[config.mk]
export PLATFORM = sky130hd
export DESIGN_NAME = polar_frame_error_counter
export DESIGN_NICKNAME = d
export VERILOG_FILES = /design/src/rtl/polar_frame_error_counter.sv
export SDC_FILE = /design/constraint.sdc
export NUM_CORES = 1
export LEC_CHECK = 0
export ABC_AREA = 1
export BUFFER_PORTS_ARGS = -buffer_cell sky130_fd_sc_hd__buf_4
export CAP_MARGIN = 30
export CORE_ASPECT_RATIO = 0.5
export CORE_MARGIN = 3
export CORE_UTILIZATION = 53
export DETAILED_ROUTE_END_ITERATION = 10
export PLACE_DENSITY = 0.77
export SYNTH_ARGS = -nofsm -noshare
export SYNTH_HDL_FRONTEND = slang
export SYNTH_SLANG_ARGS = --single-unit
export TNS_END_PERCENT = 50
[constraint.sdc]
create_clock -name clk -period 5.8 [get_ports clk]
set_clock_uncertainty 0.2 [all_clocks]
set_input_delay 0.29 -clock clk [delete_from_list [all_inputs] [get_ports clk]]
set_output_delay 0.29 -clock clk [all_outputs]
set_load 0.005 [all_outputs]
[src/rtl/polar_frame_error_counter.sv]
`default_nettype none
// +----------------------------------------------------------------------------+
// | polar_frame_error_counter: FIFO-backed tx/rx frame comparator with         |
// | saturating frame, bit-error and frame-error counters.                      |
// | Rev 1.0                                                                    |
// +----------------------------------------------------------------------------+
module polar_frame_error_counter #(
  parameter int N     = 32,
  parameter int DEPTH = 4,
  parameter int CNT_W = 32
) (
  input  logic                       clk,
  input  logic                       rst,
  input  logic                       tx_valid,
  output logic                       tx_ready,
  input  logic [N-1:0]               tx_bits,
  input  logic                       rx_valid,
  input  logic [N-1:0]               rx_bits,
  input  logic                       clear,
  output logic                       result_valid,
  output logic [$clog2(N+1)-1:0]     frame_bit_err,
  output logic [CNT_W-1:0]           frames,
  output logic [CNT_W-1:0]           bit_errors,
  output logic [CNT_W-1:0]           frame_errors,
  output logic [$clog2(DEPTH+1)-1:0] fill,
  output logic                       overflow,
  output logic                       underflow
);

  localparam int c_PTR_W  = $clog2(DEPTH);
  localparam int c_ERR_W  = $clog2(N + 1);
  localparam int c_FILL_W = $clog2(DEPTH + 1);
  localparam int c_SUM_W  = ((CNT_W > c_ERR_W) ? CNT_W : c_ERR_W) + 1;
  localparam logic [CNT_W-1:0] c_CNT_MAX = '1;

  logic [N-1:0]       r_mem [DEPTH];
  logic [c_PTR_W-1:0] r_wr_ptr;
  logic [c_PTR_W-1:0] r_rd_ptr;
  logic [N-1:0]       r_diff;
  logic               r_v1;

  logic               w_flush;
  logic               w_empty;
  logic               w_push;
  logic               w_pop;
  logic [c_ERR_W-1:0] w_err;
  logic [c_SUM_W-1:0] w_bit_sum;
  logic [CNT_W-1:0]   w_frames_nxt;
  logic [CNT_W-1:0]   w_bit_nxt;
  logic [CNT_W-1:0]   w_ferr_nxt;

  assign w_flush  = rst | clear;
  assign tx_ready = (fill != c_FILL_W'(DEPTH));
  assign w_empty  = (fill == '0);
  // Full/empty are judged on registered fill only, so a same-cycle pop never frees a slot for a push.
  assign w_push   = tx_valid & tx_ready & ~w_flush;
  assign w_pop    = rx_valid & ~w_empty & ~w_flush;

  always_comb begin
    w_err = '0;
    for (int i = 0; i < N; i++) begin
      w_err = w_err + c_ERR_W'(r_diff[i]);
    end
  end

  assign w_bit_sum    = c_SUM_W'(bit_errors) + c_SUM_W'(w_err);
  assign w_bit_nxt    = (w_bit_sum > c_SUM_W'(c_CNT_MAX)) ? c_CNT_MAX : w_bit_sum[CNT_W-1:0];
  assign w_frames_nxt = (frames == c_CNT_MAX) ? frames : frames + CNT_W'(1);
  assign w_ferr_nxt   = ((w_err == '0) || (frame_errors == c_CNT_MAX)) ?
                        frame_errors : frame_errors + CNT_W'(1);

  always_ff @(posedge clk) begin
    if (w_push) begin
      r_mem[r_wr_ptr] <= tx_bits;
    end
  end

  always_ff @(posedge clk) begin
    if (w_flush) begin
      r_wr_ptr      <= '0;
      r_rd_ptr      <= '0;
      fill          <= '0;
      r_diff        <= '0;
      r_v1          <= 1'b0;
      result_valid  <= 1'b0;
      frame_bit_err <= '0;
      frames        <= '0;
      bit_errors    <= '0;
      frame_errors  <= '0;
      overflow      <= 1'b0;
      underflow     <= 1'b0;
    end else begin
      if (w_push) begin
        r_wr_ptr <= r_wr_ptr + c_PTR_W'(1);
      end
      if (w_pop) begin
        r_rd_ptr <= r_rd_ptr + c_PTR_W'(1);
        r_diff   <= r_mem[r_rd_ptr] ^ rx_bits;
      end
      if (w_push && !w_pop) begin
        fill <= fill + c_FILL_W'(1);
      end else if (!w_push && w_pop) begin
        fill <= fill - c_FILL_W'(1);
      end
      if (tx_valid && !tx_ready) begin
        overflow <= 1'b1;
      end
      if (rx_valid && w_empty) begin
        underflow <= 1'b1;
      end
      r_v1         <= w_pop;
      result_valid <= r_v1;
      if (r_v1) begin
        frame_bit_err <= w_err;
        frames        <= w_frames_nxt;
        bit_errors    <= w_bit_nxt;
        frame_errors  <= w_ferr_nxt;
      end
    end
  end

endmodule
`default_nettype wire

==> Yosys cells after proc, flatten, opt, wreduce, memory -nomap -nowiden <==
Memory sizes are Yosys's and may differ from the RTL's. A register that Yosys moved wholly into a read port is not among the register bits.
Cells that the tools add are included.
{ "word_totals": {"latch_bits": 0, "mem_bits_ro": 0, "word_cells": 85, "input_bits": 69, "mem_count": 1, "register_bits": 145, "mem_bits_rw": 128} }
{ "classes": {"n_mux": 7, "n_shift": 0, "n_eq_ne": 3, "div": 0, "n_bitwise": 10, "reduce_logical": 13, "n_lt_le_gt_ge": 1, "n_mul": 0, "add_sub_neg": 38} }
{ "memory_table": {"columns": ["memory", "words", "word_bits", "rd", "rd_clocked_by_memory_dff", "wr", "line_no", "source"], "rows": [
  ["r_mem", 4, 32, 1, 1, 1, "36", "logic [N-1:0] r_mem [DEPTH];"]
]} }
{ "op_table": {"columns": ["cell", "n"], "rows": [
  ["adder 6 x 1 -> 6 bit", 26],
  ["adder 32 x 1 -> 32 bit (second input constant)", 2],
  ["== test 32 bit (second input constant)", 2],
  ["adder 32 x 6 -> 33 bit", 1],
  ["greater-than comparator 33 x 32 -> 1 bit (second input constant)", 1],
  ["2-to-1 mux 32 bit", 1],
  ["bitwise XOR 32 bit", 1],
  ["adder 5 x 1 -> 6 bit", 1],
  ["logical NOT 6 bit", 1],
  ["2-to-1 mux 3 bit", 2],
  ["adder 4 x 1 -> 5 bit", 1],
  ["adder 2 x 1 -> 2 bit (second input constant)", 2],
  ["adder 3 x 1 -> 4 bit", 1],
  ["AND 1 bit", 4],
  ["logical AND 1 bit", 4],
  ["2-to-1 mux 2 bit", 2],
  ["inverter 1 bit", 4],
  ["AND reduction 2 bit", 2],
  ["adder 2 x 1 -> 3 bit", 1],
  ["adder 3 x 1 -> 3 bit (second input constant)", 1],
  ["logical NOT 1 bit", 3],
  ["logical NOT 3 bit", 1],
  ["!= test 3 bit (second input constant)", 1],
  ["subtractor 3 x 1 -> 3 bit (second input constant)", 1],
  ["other kinds (5)", 6]
]} }

==> Depth between registers and ports, before layout <==
{ "logic_depth": {"ltp_word": 35, "ltp_mapped": 29, "mapped_depth_nobuf": 29} }

==> Least setup slack after synthesis <==
Ideal clock, no wire load.
{ "synth_timing": {"path_type": "register to register", "startpoint": "register r_diff[0]", "endpoint": "register bit_errors[30]", "period_less_slack_ps": 5750, "n_path_buf": 1, "t_arrival_ps": 5486, "path_stages_with_launch": 23, "slack_ps": 50, "cell_sequence": "dfxtp_1 inv_1 fa_1 fa_1 fa_1 fa_1 fa_1 fa_1 inv_1 ha_1 fa_1 inv_1 fa_1 inv_1 nand3_1 nand3_1 nand2_1 o21ai_2 nand4_2 nor2_4 buf_6 nor2_1 nor2_1"} }
{ "synth_between": {"elab_chain_len": 34} }
{ "synth_rtl": {"columns": ["item", "line_no", "source"], "rows": [
  ["start: declaration", "39", "logic [N-1:0] r_diff;"],
  ["start signal: assignment", "98", "r_diff <= r_mem[r_rd_ptr] ^ rx_bits;"],
  ["adder 1 x 1 -> 2 bit *", "62", "w_err = w_err + c_ERR_W'(r_diff[i]);"],
  ["adder 2 x 1 -> 3 bit *", "62", null],
  ["adder 3 x 1 -> 4 bit *", "62", null],
  ["adder 4 x 1 -> 5 bit *", "62", null],
  ["adder 5 x 1 -> 6 bit *", "62", null],
  ["adder 6 x 1 -> 6 bit * (26 in series)", "62", null],
  ["named net w_err[1]", "46", "logic [c_ERR_W-1:0] w_err;"],
  ["adder 32 x 6 -> 33 bit *", "66", "assign w_bit_sum = c_SUM_W'(bit_errors) + c_SUM_W'(w_err);"],
  ["greater-than comparator 33 x 32 -> 1 bit", "67", "assign w_bit_nxt = (w_bit_sum > c_SUM_W'(c_CNT_MAX)) ? c_CNT_MAX : w_bit_sum[CNT_W-1:0];"],
  ["2-to-1 mux 32 bit *", "67", null],
  ["end signal: assignment", "116", "bit_errors <= w_bit_nxt;"],
  ["end: declaration", "23", "output logic [CNT_W-1:0] bit_errors,"]
]} }
Mark *: on every way through the listed nets, which the timed path passes. The rest lies on a longest branch.
A chain may end at the register's enable or synchronous reset.

==> Worst setup path after layout <==
{ "layout_timing": {"startpoint": "register r_diff[9]", "endpoint": "register bit_errors[31]"} }
{ "layout_between": {"elab_chain_len": 26} }
{ "layout_rtl": {"columns": ["item", "line_no"], "rows": [
  ["adder 6 x 1 -> 6 bit * (23 in series)", "62"],
  ["named net w_err[4]", "46"],
  ["adder 32 x 6 -> 33 bit *", "66"],
  ["greater-than comparator 33 x 32 -> 1 bit", "67"],
  ["2-to-1 mux 32 bit *", "67"]
]} }
Marks and branches as above.

==> Flow_metrics.wiki <==
{| class="wikitable"
! Metric !! Value
|-
| Boundary pin count || 178
|-
| Per-cell routed wire length || between 15 and 20 µm
|-
| Utilization of the core after routing || 70.7%
|-
| Seq/Total Area, Yosys || 47.2%
|-
| Register cell area after layout || 6790 µm²
|-
| Top flip-flop cell by instance count after synthesis || sky130_fd_sc_hd__dfxtp_1
|-
| Via count normalized by instance count || 5.41
|-
| Final Worst Setup Slack || -109 ps
|-
| Final WL || 40.3 mm
|-
| RSZ-0062 raised after global routing || true
|-
| Global router's overall resource usage || 27.3%
|-
| Required @ worst endpoint || 6040 ps
|-
| Combinational fraction of design power || a little under an eighth
|-
| Post-route antenna net violation count || 0
|-
| Top post-synthesis cells by area || sky130_fd_sc_hd__edfxtp_1 27%, sky130_fd_sc_hd__dfxtp_1 20%, sky130_fd_sc_hd__nand2_1 15%
|-
| Mean post-synth cell area || 7.72 µm²
|-
| Timing startpoint of the critical path || r_diff[9]$_SDFFE_PP0P_
|-
| Pins Over Slew Limit || 0
|-
| Place WS || -186 ps
|-
| Clock Tree Buf Depth || 3
|-
| Mapped Nets || 1980
|-
| Most congested layer reported by global routing || met2
|-
| Placeable Area || 26000 µm²
|-
| Antenna violations before repair || 0
|-
| Number of instances in the synthesized netlist || 1864
|-
| Area added between synthesis and finish || 27.4%
|-
| DIE AREA || 29300 µm²
|-
| Transition at the pin with the smallest max-transition slack || 739 ps
|-
| Met1 global-route usage || 35.5%
|-
| Final setup vio count || 32
|-
| Worst setup path class || register to register
|-
| Worst hold path startpoint || rst
|-
| Largest net degree at the start of global routing || 75
|-
| Die Span X || roughly 240 µm
|-
| Share of the synthesized area in the top cell type || roughly a quarter
|-
| List of most frequent post-synthesis cells || 573 x sky130_fd_sc_hd__nand2_1, 247 x sky130_fd_sc_hd__nor2_1, 184 x sky130_fd_sc_hd__nand3_1
|-
| Maximum level of the CTS H-tree || 1
|-
| Met2 global-route usage || 48.1%
|-
| Portion of total power attributed to sequential cells || 46.5%
|-
| Clock transition at path regs || 70 ps
|-
| Count of endpoints failing hold in the final timing report || 0
|-
| Static power due to leakage || between 7 and 8 nW
|-
| Buffer cell driving the clock tree root || sky130_fd_sc_hd__clkbuf_16
|-
| Number of storage elements in the synthesis netlist || 275
|-
| Final Critical Period || 5910 ps
|-
| Largest vdd supply drop || between 200 and 250 µV
|-
| Area taken by multi-input logic gates || 6990 µm²
|-
| Relative contribution of the clock network to total power || 41.6%
|-
| Via count of the first global-routing pass || between 10000 and 15000
|-
| Number of flops mapped to enable cells by yosys || 128
|-
| Most repeated cell in the gate-level netlist after synthesis || sky130_fd_sc_hd__nand2_1
|-
| Element type at the critical path start || register
|-
| Num CTS Buffers || 26
|-
| Post-synthesis cell type with the largest combined area || sky130_fd_sc_hd__edfxtp_1
|-
| Internal Pwr Total || 0.00332 W
|-
| Worst slew margin || ~51%
|-
| Port Buffers || 177
|-
| Clk sinks || 275
|-
| Post-layout net count || 2249
|-
| Fill cells || around 2000
|-
| Outcome || complete, but fails checks
|-
| RePlAce Congestion || 0.957
|-
| Critical path's slowest cell || sky130_fd_sc_hd__fa_2
|-
| Placed wire-length estimate || ~25 mm
|-
| Die height || 123 µm
|-
| Critical register-to-register path startpoint || r_diff[9]$_SDFFE_PP0P_
|-
| Net switching power || about 0.0011 W
|-
| Yosys warning total || 0
|-
| # diodes || 0
|-
| Clock Latency Late Sink || 560 ps
|-
| Violated checks || negative setup slack
|-
| TritonCTS clock tree || done
|-
| Worst Setup End Kind || register
|-
| Max-cap viol count || 0
|-
| Number of DRC violations after detailed-routing iteration 0 || ~1100
|-
| Wire length of the first global-routing pass || 64.5 mm
|-
| Row count || 41
|-
| Final clock period utilization by the worst path || 102%
|-
| CP arrival || between 6000 and 7000 ps
|-
| Distinct cells, synth || 37
|-
| Share of post-route cells with drive strength above 1 || between 15 and 20%
|-
| Switching share of power || 25.0%
|-
| Grt met3 use || 4.31%
|-
| Critical-path maximum fanout || 7
|-
| Grt ovf || 0
|-
| Fmax || ~0.17 GHz
|-
| Area of the mapped netlist || 14400 µm²
|-
| Initial core utilization || 55.4%
|-
| Hold Worst Slack || ~100 ps
|-
| Total iterations of the first detailed-routing run || 6
|-
| Delay contributed by the slowest stage of the critical path || 560 ps
|-
| Total number of vias || 13500
|-
| Worst min-delay path category || input port to register
|-
| Fraction of registers with async set/reset || 0%
|-
| Drt drc || 0
|-
| Pwr per Cell Area || roughly 240 nW/µm²
|}
-- metrics by stage --
| step | instances | TNS (ps) | power, W | area [µm²] |
|---|---|---|---|---|
| after detailed placement | 2375 | -4810 | 0.00256 | 16400 |
| after global placement | 2371 | -1340 | 0.00255 | 16300 |
| after global routing | 2497 | -9370 | 0.00459 | 18300 |
| final | 2497 | -2920 | 0.00443 | 18300 |
| after CTS | 2494 | -298 | 0.00442 | 18200 |
| after floorplan | 1864 | 0 | 0.00240 | 14400 |
-- worst paths after layout --
kind                                                     to  slack, ps  cells past startpoint
worst max-delay path            bit_errors[31]$_SDFFE_PP0P_       -110                     28
worst min register to register       underflow$_SDFFE_PP0P_        250                      2
worst max register to register  bit_errors[31]$_SDFFE_PP0P_       -110                     28
worst min-delay path                 frames[6]$_SDFFE_PP0P_        100                      5
-- final cells by class --
cell class | count | share of cell area (%)
flip-flops and latches | 275 | 37.0
repair buffers | 304 | 14.1
inverters | 163 | 3.34
clock buffers | 36 | 3.81
multi-input cells | 1363 | 38.1
well taps | 344 | 2.35
clock inverters | 12 | 1.19
-- cell usage in the layout (no fill, tap or decap), types with 3 or more instances in the layout --
cell type / count
sky130_fd_sc_hd__nand2_1: 554
sky130_fd_sc_hd__nor2_1: 233
sky130_fd_sc_hd__buf_4: 225
sky130_fd_sc_hd__nand3_1: 175
sky130_fd_sc_hd__inv_1: 148
sky130_fd_sc_hd__dfxtp_1: 143
sky130_fd_sc_hd__edfxtp_1: 128
sky130_fd_sc_hd__a21oi_1: 106
sky130_fd_sc_hd__o21ai_0: 74
sky130_fd_sc_hd__dlygate4sd3_1: 66
sky130_fd_sc_hd__nand3b_1: 29
sky130_fd_sc_hd__clkbuf_16: 27
sky130_fd_sc_hd__xor2_1: 24
sky130_fd_sc_hd__nand2_2: 21
sky130_fd_sc_hd__fa_1: 21
sky130_fd_sc_hd__nand4_1: 15
sky130_fd_sc_hd__inv_2: 14
sky130_fd_sc_hd__nor3_1: 14
sky130_fd_sc_hd__nor2_2: 13
sky130_fd_sc_hd__ha_1: 13
sky130_fd_sc_hd__nor2_4: 11
sky130_fd_sc_hd__nand3_2: 10
sky130_fd_sc_hd__a22o_1: 9
sky130_fd_sc_hd__clkbuf_1: 9
sky130_fd_sc_hd__xnor2_1: 7
sky130_fd_sc_hd__ha_4: 7
sky130_fd_sc_hd__buf_12: 6
sky130_fd_sc_hd__fa_2: 5
sky130_fd_sc_hd__bufinv_16: 5
sky130_fd_sc_hd__nor3_2: 4
sky130_fd_sc_hd__dfxtp_2: 4
sky130_fd_sc_hd__buf_6: 4
sky130_fd_sc_hd__a21oi_2: 3
sky130_fd_sc_hd__nand2_4: 3
sky130_fd_sc_hd__clkinv_2: 3
-- flip-flops by register name, summed over array words and instances, names as in the netlist, 2 cells and up, named ones only --
signal / flops
frames: 32
r_wr_ptr: 2
frame_bit_err: 6
frame_errors: 32
fill: 3
r_diff: 32
r_mem: 128
bit_errors: 32
r_rd_ptr: 2
-- power by group through the flow --
stage / Clock (W) / Combinational (W) / Sequential, W
4_1_cts: 0.00186 / 0.000507 / 0.00206
5_1_grt: 0.00195 / 0.000582 / 0.00206
3_3_place_gp: 0 / 0.000447 / 0.00210
2_1_floorplan: 0 / 0.000296 / 0.00210
3_5_place_dp: 0 / 0.000462 / 0.00210
6_report: 0.00184 / 0.000528 / 0.00206
-- worst max-delay path, delay by kind of cell (launching register included) --
family | cells | cell delay (ps)
buf+inv | 4 | 370
simple gates | 15 | 1040
flops | 1 | 330
fa+ha+maj | 9 | 3840
-- what timing repair did --
action                                 CTS  global route
pin swaps                               21            47
setup endpoints to repair               32            43
resized for setup                       35            48
buffers inserted                         5             4
hold buffers                            66             0
endpoints found under the hold margin  165             0
gates cloned                             1             1
-- kinds of logic after synthesis --
family,Yosys count,synth area share [%]
xor+xnor,32,1.95
buf+inv,226,6.42
fa+ha+maj,47,5.44
compound gates,200,7.29
flops,275,47.2
simple gates,1084,31.7
-- layer usage --
layer	vias to the layer above	share of wire, %
li1	6605	-
met1	6295	42
met2	533	49
met3	81	7.1
met4	0	2.2
met5	-	0
No activity file was read; power rests on OpenSTA's default activity.
